File: config.mk
export PLATFORM = sky130hd
export DESIGN_NAME = rr_arbiter8_onehot_flat
export DESIGN_NICKNAME = d
export VERILOG_FILES = /design/src/rtl/rr_arbiter8_onehot_if.sv /design/src/rtl/rr_arbiter8_onehot.sv /design/src/flat_wrapper.sv
export SDC_FILE = /design/constraint.sdc
export NUM_CORES = 1
export LEC_CHECK = 0
export CAP_MARGIN = 20
export CORE_ASPECT_RATIO = 1.5
export CORE_UTILIZATION = 55
export CTS_CLUSTER_DIAMETER = 50
export DETAILED_ROUTE_END_ITERATION = 7
export PLACE_DENSITY = 0.86
export SLEW_MARGIN = 20
export SYNTH_ARGS = -nofsm -noshare
export SYNTH_HDL_FRONTEND = slang
export SYNTH_SLANG_ARGS = --single-unit
File: constraint.sdc
create_clock -name clk -period 11.64 [get_ports clk]
set_input_delay 1.746 -clock clk [delete_from_list [all_inputs] [get_ports clk]]
set_output_delay 1.746 -clock clk [all_outputs]
set_load 0.02 [all_outputs]
File: src/rtl/rr_arbiter8_onehot_if.sv
// Requester-side bus of the 8-way round-robin arbiter.
// Request and enable flow in. The registered grant (index, one-hot and valid) flows out.
interface rr_arbiter8_onehot_if;
    logic       en;
    logic [7:0] req;
    logic [7:0] gnt;
    logic [2:0] gnt_idx;
    logic       gnt_valid;

    modport master (output en, req, input gnt, gnt_idx, gnt_valid);
    modport slave  (input en, req, output gnt, gnt_idx, gnt_valid);
endinterface

File: src/rtl/rr_arbiter8_onehot.sv
// Round-robin arbiter for 8 requesters with a registered one-hot grant.
// It has an optional hold-time limit and one idle cycle between owners (break-before-make).
module rr_arbiter8_onehot #(
    parameter int unsigned MAX_HOLD = 16
) (
    input  logic                 clk,
    input  logic                 rst,
    rr_arbiter8_onehot_if.slave  bus
);
    localparam logic [0:0] IDLE  = 1'b0;
    localparam logic [0:0] GRANT = 1'b1;

    localparam bit         HOLD_LIMITED = (MAX_HOLD != 0);
    localparam logic [7:0] HOLD_LAST    = HOLD_LIMITED ? 8'(MAX_HOLD - 1) : 8'd0;

    logic [0:0] state;
    logic [2:0] ptr;
    logic [7:0] hold_cnt;
    logic [7:0] gnt_q;
    logic [2:0] gnt_idx_q;
    logic       gnt_valid_q;

    logic [2:0] winner;
    logic [2:0] cand;
    logic       found;
    logic       release_now;

    // Circular search from ptr. The first hit wins, so ptr holds the highest priority.
    always_comb begin
        winner = ptr;
        cand   = ptr;
        found  = 1'b0;
        for (int k = 0; k < 8; k++) begin
            cand = ptr + 3'(k);
            if (!found && bus.req[cand]) begin
                winner = cand;
                found  = 1'b1;
            end
        end
    end

    always_comb begin
        release_now = !bus.req[gnt_idx_q] || (HOLD_LIMITED && (hold_cnt == HOLD_LAST));
    end

    always_ff @(posedge clk or posedge rst) begin
        if (rst) begin
            state       <= IDLE;
            ptr         <= 3'd0;
            hold_cnt    <= 8'd0;
            gnt_q       <= 8'd0;
            gnt_idx_q   <= 3'd0;
            gnt_valid_q <= 1'b0;
        end else begin
            case (state)
                IDLE: begin
                    if (bus.en && found) begin
                        state       <= GRANT;
                        gnt_idx_q   <= winner;
                        gnt_q       <= 8'd1 << winner;
                        gnt_valid_q <= 1'b1;
                        hold_cnt    <= 8'd0;
                    end
                end
                GRANT: begin
                    // On release, ptr moves past the owner so that an owner that timed out is not favoured.
                    if (release_now) begin
                        state       <= IDLE;
                        gnt_q       <= 8'd0;
                        gnt_valid_q <= 1'b0;
                        ptr         <= gnt_idx_q + 3'd1;
                    end else if (hold_cnt != 8'hFF) begin
                        hold_cnt <= hold_cnt + 8'd1;
                    end
                end
                default: state <= IDLE;
            endcase
        end
    end

    assign bus.gnt       = gnt_q;
    assign bus.gnt_idx   = gnt_idx_q;
    assign bus.gnt_valid = gnt_valid_q;
endmodule

File: src/flat_wrapper.sv
// flat-port wrapper written by rule: the top's interface ports become plain ports
module rr_arbiter8_onehot_flat 
#(
    parameter int unsigned MAX_HOLD = 16
)
  (clk, rst, bus_en, bus_req, bus_gnt, bus_gnt_idx, bus_gnt_valid);
  rr_arbiter8_onehot_if bus_i ();
  input  logic clk;
  input  logic rst;
  input wire logic [$bits(bus_i.en)-1:0] bus_en;
  input wire logic [$bits(bus_i.req)-1:0] bus_req;
  output wire logic [$bits(bus_i.gnt)-1:0] bus_gnt;
  output wire logic [$bits(bus_i.gnt_idx)-1:0] bus_gnt_idx;
  output wire logic [$bits(bus_i.gnt_valid)-1:0] bus_gnt_valid;
  assign bus_i.en = bus_en;
  assign bus_i.req = bus_req;
  assign bus_gnt = bus_i.gnt;
  assign bus_gnt_idx = bus_i.gnt_idx;
  assign bus_gnt_valid = bus_i.gnt_valid;
  rr_arbiter8_onehot #(.MAX_HOLD(MAX_HOLD)) u_core (.clk(clk), .rst(rst), .bus(bus_i));
endmodule
==> results.txt, run 1 <==
The number of input and output port buffers inserted is 22. The detail route stage leaves a number of antenna-violating nets equal to 0. The final hold violation count is 0. The number of global-route vias before repair came out at 1,848. The critical path starts at bus_req[6]. In this run the deepest clock path goes through 2 buffers. The worst setup path is captured at a flip-flop.

By area the synthesized netlist is led by dfrtp_1 27%, mux4_2 16%, mux2i_1 4.5%, a32o_1 3.6%, mux2_2 3.5%. The share of synthesized area in the top cell type comes to 0.270. The required arrival time at the worst endpoint came out at 11.76 ns. The power density over cell area came out at 347 nW/µm². The worst path in the final design needs a cycle of 4.81 ns, including I/O delays and setup. The average wire per cell in the routed design came out at 18.7 µm. The maximum clock rate came out at 208 MHz. Clock skew on the completed layout was measured at 0.00214 ns.

The worst setup path is launched from a primary input. Of the synthesized area, sequential elements account for 0.270. The count of cell instances traversed by the critical path came out at 9. The cell chosen for the clock root is clkbuf_8. The overall fraction of global-route tracks in use came out at 0.268. The worst reg-to-reg path cell count is 10.

In the final design database the tool counted 251 nets. In the routed layout, each cell is associated on average with a via count of 6.76. The normalized max-slew margin came out at 0.416. For this design, the slowest cell found on the critical path is mux4_2.

The critical-path maximum fanout came out at 16. The worst-case register-to-register setup slack came out at 6.85 ns. The post-synthesis async set-or-reset flop share came out at 1.00.

The wire length of the first global-routing pass came out at 8.50 mm. Setup slack closes at 6.83 ns. Of the total power, the clock network draws 0.083.

The switching component of the power is 0.000423 W. The detailed-placement wirelength estimate is 3.90 mm. The internal power component is 0.000445 W. The largest net degree at the start of global routing is 25. For the pin with the worst max-slew slack, the measured transition is 0.875 ns.

The count of endpoints failing setup in the final report came out at 0. The worst register-to-register path ends at u_core.hold_cnt[5]$_DFFE_PP0P_. The clock tree from TritonCTS is done. The count of distinct cell types in the synthesized netlist is 58. The post-synth net total came out at 236. Setup repair after global routing left no endpoint under its margin. The total of cells resized after clock tree synthesis came out at 0. Data on the critical path arrives at its endpoint at 4.92 ns. Yosys instantiated no cell more often than dfrtp_1.

The number of levels the H-tree was split into came out at 1. The flow ran to the end, and the final reports show no timing, DRC or antenna violations. In the synthesized netlist, the cells that appear most often are 24 x dfrtp_1, 18 x nor2_1, 16 x mux4_2. From bottom edge to top edge, the die measures 79.8 µm.

The leakage power of the design is 0.958 nW. The starting density of the core is 0.592. The share of total power in sequential cells is 0.178. In this run, post-CTS hold repair placed 0 buffers. The count of standard-cell rows is 27. Fill cells in the final layout number 290. The number of setup buffers added after CTS came out at 0. In the final layout, the share of cells above drive strength 1 is 0.174. The aggregate negative setup slack is 0 ns.

The count of yosys warnings during synthesis is 0. The detailed router placed 1,880 vias in this run. The overall die width came out at 53.9 µm. The part of the cycle the worst path needs came out at 0.413. The setup path with the least slack is of type in2reg. The net switching share of the total power is 0.487.

In this run the cell area of the synthesized design comes to 2220 µm². The share of the core filled with cells in the final layout is 0.667. The tightest hold path in the finished design has a slack of 0.497 ns. The max-slew violation count came out at 0.

The number of buffers and inverters on the critical path is 1. The floorplan step defined a die boundary enclosing 4300 µm². The number of buffers added by the clock tree synthesis step came out at 3. Following the worst setup path forward leads to its endpoint at u_core.hold_cnt[5]$_DFFE_PP0P_.

The largest incremental delay on the critical path came out at 0.60 ns. The min-delay analysis places its worst path in the category reg2reg. In this run the mean area of a mapped cell was 10.0 µm². The growth of design area from synthesis to finish is 12.6%. The number of instances in the synthesized netlist came out at 221. The post-synthesis cell type with the largest combined area is dfrtp_1. Clock tree synthesis found a total of 24 sinks. The number of optimization iterations in the first detailed-route pass came out at 4.

Of the total power, combinational logic draws 0.739. Global routing finished with a remaining overflow of 0. In this run the standard cell core region covers 3750 µm². The peak ir drop on the vdd network came out at 0.237 mV. Routability-driven placement finished with a final weighted congestion of 0.977. The repair_antennas step left the layout with diodes totalling 0. Clock latency on the worst-skew pair, taken at its later pin, is 0.26 ns.

The iteration-0 DRC count of the detailed router came out at 78. The number of violations of the max-capacitance limit is 0. The total wire length is 5.20 mm. The pre-CTS setup slack is 6.39 ns.

Walking the worst path, the cells encountered are clkdlybuf4s50_1 > mux4_2 > mux2i_1 > and2_1 > a41oi_2 > o32ai_2 > nor3_1 > xnor2_1 > nor2_1. Clock-pin slew was measured on the worst setup and hold paths at 0.08 ns. The number of enable flip-flop cells after synthesis came out at 0. The number of top-level pins came out at 23.

The initial antenna violation count is 0. The kind of cell with the highest combined delay along the critical path is compound AO/OA/AOI/OAI gates. The detailed-route DRC error count is 0.

In this run the critical register-to-register path is launched from u_core.ptr[0]$_DFFE_PP0P_. Among all flip-flop cells after synthesis, the most frequent one is dfrtp_1. The register bit total from synthesis came out at 24.
## worst min-delay path by stage
| stage | endpoint | slack [ns] | cells past startpoint | from |
|---|---|---|---|---|
| 3_3_place_gp | u_core.bus.gnt[4]$_DFFE_PP0P_ | 0.48 | 1 | u_core.bus.gnt[4]$_DFFE_PP0P_ |
| 6_report | u_core.bus.gnt[6]$_DFFE_PP0P_ | 0.50 | 1 | u_core.bus.gnt[6]$_DFFE_PP0P_ |
| 2_1_floorplan | u_core.hold_cnt[1]$_DFFE_PP0P_ | 0.48 | 2 | u_core.hold_cnt[1]$_DFFE_PP0P_ |
| 5_1_grt | u_core.bus.gnt[0]$_DFFE_PP0P_ | 0.52 | 1 | u_core.bus.gnt[0]$_DFFE_PP0P_ |
| 4_1_cts | u_core.bus.gnt[4]$_DFFE_PP0P_ | 0.50 | 1 | u_core.bus.gnt[4]$_DFFE_PP0P_ |
| 3_5_place_dp | u_core.bus.gnt[4]$_DFFE_PP0P_ | 0.48 | 1 | u_core.bus.gnt[4]$_DFFE_PP0P_ |
## cells by family (layout without fill, tap and decap cells)
group                      count (synthesis)  count (layout)  synth area share
AOI/OAI and AO/OA                         61              61             0.212
muxes                                     36              36             0.260
xor gates and xnor gates                  10              10            0.0394
DFF                                       24              24             0.270
and+or+nand+nor                           64              64             0.144
buffers and inverters                     22              36            0.0513
adders and majority gates                  4               4            0.0225
## cell usage in the layout, fill, tap and decap left out, types with 7 or more instances in the layout
cell type	synthesis	layout
dfrtp_1	24	24
clkdlybuf4s50_1	0	22
nor2_1	18	18
mux4_2	16	16
nand2_1	12	12
a21oi_1	11	11
o21ai_0	11	11
mux2i_1	10	10
inv_1	8	8
a32o_1	8	8
xnor2_1	7	7
mux2_2	7	7
nor3_1	7	7
## layer usage
metal / vias up / track usage / part of all wire
li1: 886 / - / -
met4: 0 / 0.147 / 0.032
met2: 63 / 0.452 / 0.55
met5: - / 0 / 0
met3: 15 / 0.0229 / 0.036
met1: 916 / 0.323 / 0.38
## metrics by stage
step	std cells	area, µm²	total power (W)
floorplan	221	2220	0.000670
global route	278	2500	0.000930
detailed placement	274	2420	0.000789
CTS	278	2490	0.000863
finish	278	2500	0.000868
global placement	274	2420	0.000775
## power by group through the flow
stage	Clock (W)	Combinational, W	Sequential (W)
6_report	0.0000721	0.000642	0.000154
5_1_grt	0.0000763	0.000693	0.000160
4_1_cts	0.0000729	0.000635	0.000155
3_5_place_dp	0	0.000632	0.000157
3_3_place_gp	0	0.000619	0.000156
2_1_floorplan	0	0.000523	0.000147
## layout make-up
type / instances / area (µm²) / area share
inverters: 9 / 33.8 / 0.0135
flip-flops and latches: 24 / 601 / 0.240
multi-input cells: 175 / 1510 / 0.605
repair buffers: 23 / 228 / 0.0910
clock inverters: 1 / 30.0 / 0.0120
well taps: 43 / 53.8 / 0.0215
clock buffers: 3 / 41.3 / 0.0165
## worst reg2reg max path, cell delays in order (launching register included)
cell and delay (ns):
dfrtp_1 0.83, clkinv_1 0.44, ha_1 0.80, mux2_2 0.43, mux4_2 0.53, o22ai_2 0.29
a41oi_2 0.43, o32ai_2 0.52, nor3_1 0.14, xnor2_1 0.17, nor2_1 0.06
## flip-flops by register name, summed over array words and instances, names as in the netlist
register              cells
u_core.bus.gnt            8
u_core.hold_cnt           8
u_core.bus.gnt_idx        3
u_core.ptr                3
u_core.bus.gnt_valid      1
u_core.state              1
No activity file was read; power rests on OpenSTA's default activity.
==> run 2, diff against run 1 <==
--- a/config.mk
+++ b/config.mk
@@ -7,10 +7,10 @@
 export LEC_CHECK = 0
 export CAP_MARGIN = 20
 export CORE_ASPECT_RATIO = 1.5
-export CORE_UTILIZATION = 55
+export CORE_UTILIZATION = 52
 export CTS_CLUSTER_DIAMETER = 50
 export DETAILED_ROUTE_END_ITERATION = 7
-export PLACE_DENSITY = 0.86
+export PLACE_DENSITY = 0.85
 export SLEW_MARGIN = 20
 export SYNTH_ARGS = -nofsm -noshare
 export SYNTH_HDL_FRONTEND = slang
==> constraint.sdc (replaced) <==
create_clock -name clk -period 4.35 [get_ports clk]
set_input_delay 0.6525 -clock clk [delete_from_list [all_inputs] [get_ports clk]]
set_output_delay 0.6525 -clock clk [all_outputs]
set_load 0.02 [all_outputs]
==> results.txt, run 2 (same netlist as run 1, synthesis figures left out) <==
The post-detailed-route via-to-cell ratio came out at 6.86 (+1.5%). The number of optimization iterations in the first detailed-route pass is 4 (unchanged). The total wire length came out at 5.32 mm (+2.3%). The number of filler cells placed in the layout is 330 (+14%). The overall fraction of global-route tracks in use is 0.245 (-0.0229). The core area came out at 4030 µm² (+7.4%).

The leakage power of the design was 0.954 nW (-0.43%). The pre-CTS setup slack is 0.605 ns (-5.79 ns). The worst clock skew is 0.00321 ns (+0.00107 ns). The number of buffers added by the clock tree synthesis step was 3 (unchanged). The share of final-layout standard cells stronger than drive strength 1 came to 0.178 (+0.00350). The peak ir drop on the vdd network is 0.644 mV (+170%). The largest net degree at the start of global routing came out at 25 (unchanged). The worst setup path is captured at a flip-flop. The growth of design area from synthesis to finish came out at 12.1%. In the layout the commonest cells are 24 x dfrtp_1, 22 x clkdlybuf4s50_1, 18 x nor2_1.

The number of setup buffers added after CTS was 0 (unchanged). The final hold violation count came out at 0 (unchanged). The number of levels the H-tree was split into was 1 (unchanged). The data arrival time of the worst path came out at 3.88 ns (-1.04 ns).

The required arrival time at the worst endpoint came out at 4.50 ns (-7.26 ns). The count of standard-cell rows came out at 28 (+3.7%). The total of cells resized after clock tree synthesis came to 0 (unchanged).

The number of top-level pins is 23 (unchanged). The deepest clock path buffer count is 2 (unchanged). The flow ran to the end, and the final reports show no timing, DRC or antenna violations. The minimum hold slack was 0.498 ns (+0.000250 ns). The detailed-placement wirelength estimate is 3.99 mm (+2.5%). The final global-route overflow total came out at 0 (unchanged). The vertical extent of the die came to 82.0 µm (+2.8%). The count of endpoints failing setup in the final report came out at 0 (unchanged).

The normalized max-slew margin came to 0.406 (-0.0100). The critical-path maximum fanout is 16 (unchanged). The clock sink count was 24 (unchanged). The critical path is of the reg2reg type. The starting density of the core is 0.551 (-0.0410).

The average wire per cell in the routed design is 18.9 µm (+1.2%). The number of violations of the max-capacitance limit came out at 0 (unchanged). The aggregate negative setup slack came out at 0 ns (unchanged). The power density over cell area came out at 916 nW/µm² (+160%).

The final estimated routing congestion in global placement was 0.921 (-5.8%). The overall die width is 55.4 µm (+2.7%). The number of inserted diodes came out at 0 (unchanged). The count of hold buffers inserted by post-cts repair is 0 (unchanged). The part of the cycle the worst path needs is 0.858.

The clock transition at the registers of the reported paths is 0.08 ns (about the same). The wire length of the first global-routing pass came out at 8.78 mm (+3.2%). The maximum clock rate is 268 MHz. The worst hold path belongs to the class reg2reg. The library cell used most frequently in the layout, excluding fill and tap cells, is dfrtp_1. The overall via count from detail_route was 1,929 (+2.6%).

The detailed-route DRC error count came out at 0 (unchanged). The worst setup path is launched from a flip-flop. The die outline area came to 4540 µm² (+5.6%).

The number of global-route vias before repair came out at 1,883 (+1.9%). The iteration-0 DRC count of the detailed router is 70 (-10%). The actual slew at the worst max-slew pin is 0.890 ns (+0.0150 ns). The total number of nets in the final design came out at 253 (+0.80%). The total power consumption of the routed design is 0.00228 W (+160%). The max-slew violation count is 0 (unchanged). The number of nets still failing antenna checks after routing is 0 (unchanged). The share of the core filled with cells in the final layout came out at 0.618 (-0.0493). The initial antenna violation count is 0 (unchanged).

The number of input and output port buffers inserted was 22 (unchanged). The latest clock arrival within the worst-skew pair is 0.26 ns (about the same). Setup repair after global routing left no endpoint under its margin.

The final critical path time including I/O delays and setup came out at 3.73 ns. TritonCTS built the clock tree. The worst setup slack after layout was 0.617 ns (-6.22 ns).

The tree is rooted in a clkbuf_8.
run 2: final timing paths:
path,from,endpoint,slack (ns),cells past startpoint
hold / removal,u_core.bus.gnt[6]$_DFFE_PP0P_,u_core.bus.gnt[6]$_DFFE_PP0P_,0.50,1
setup reg to reg,u_core.ptr[0]$_DFFE_PP0P_,u_core.bus.gnt[4]$_DFFE_PP0P_,0.62,10
hold reg to reg,u_core.bus.gnt[6]$_DFFE_PP0P_,u_core.bus.gnt[6]$_DFFE_PP0P_,0.50,1
setup / recovery,u_core.ptr[0]$_DFFE_PP0P_,u_core.bus.gnt[4]$_DFFE_PP0P_,0.62,10
max in group asynchronous,rst,u_core.ptr[0]$_DFFE_PP0P_,2.93,2
min in group asynchronous,rst,u_core.bus.gnt_idx[0]$_DFFE_PP0P_,0.88,2
run 2: per-layer routing:
metal,global-route usage,vias to the layer above,wire length [µm]
li1,-,886,-
met1,0.257,974,2040
met2,0.490,50,2960
met5,0,-,0
met3,0.0157,19,125
met4,0.125,0,198
run 2: layout make-up:
class | instances | area, µm² | area share
Clock buffer | 3 | 41.3 | 0.0166
Inverter | 9 | 33.8 | 0.0136
Multi-Input combinational cell | 175 | 1510 | 0.608
Sequential cell | 24 | 601 | 0.241
Tap cell | 45 | 56.3 | 0.0226
Timing Repair Buffer | 25 | 243 | 0.0975
run 2: worst max-delay path, cell delays in order (launching register included):
cell	delay, ns
dfrtp_1	0.35
clkinv_1	0.20
ha_1	0.73
mux2_2	0.42
mux4_2	0.53
o22ai_2	0.30
nand3_2	0.21
o211ai_2	0.24
xnor2_1	0.21
nor2_1	0.16
a32o_1	0.28
run 2: per-stage QoR:
stage / instances / cell area, µm²
global placement: 278 / 2440
floorplan: 221 / 2220
finish: 281 / 2490
CTS: 281 / 2480
detailed placement: 278 / 2440
global route: 281 / 2490
run 2: power breakdown:
| group | leakage [nW] | switching [W] | internal, W | total [W] |
|---|---|---|---|---|
| clock | 0.0216 | 0.0000626 | 0.0000618 | 0.000124 |
| sequential | 0.311 | 0.0000910 | 0.000294 | 0.000385 |
| combinational | 0.622 | 0.000984 | 0.000785 | 0.00177 |
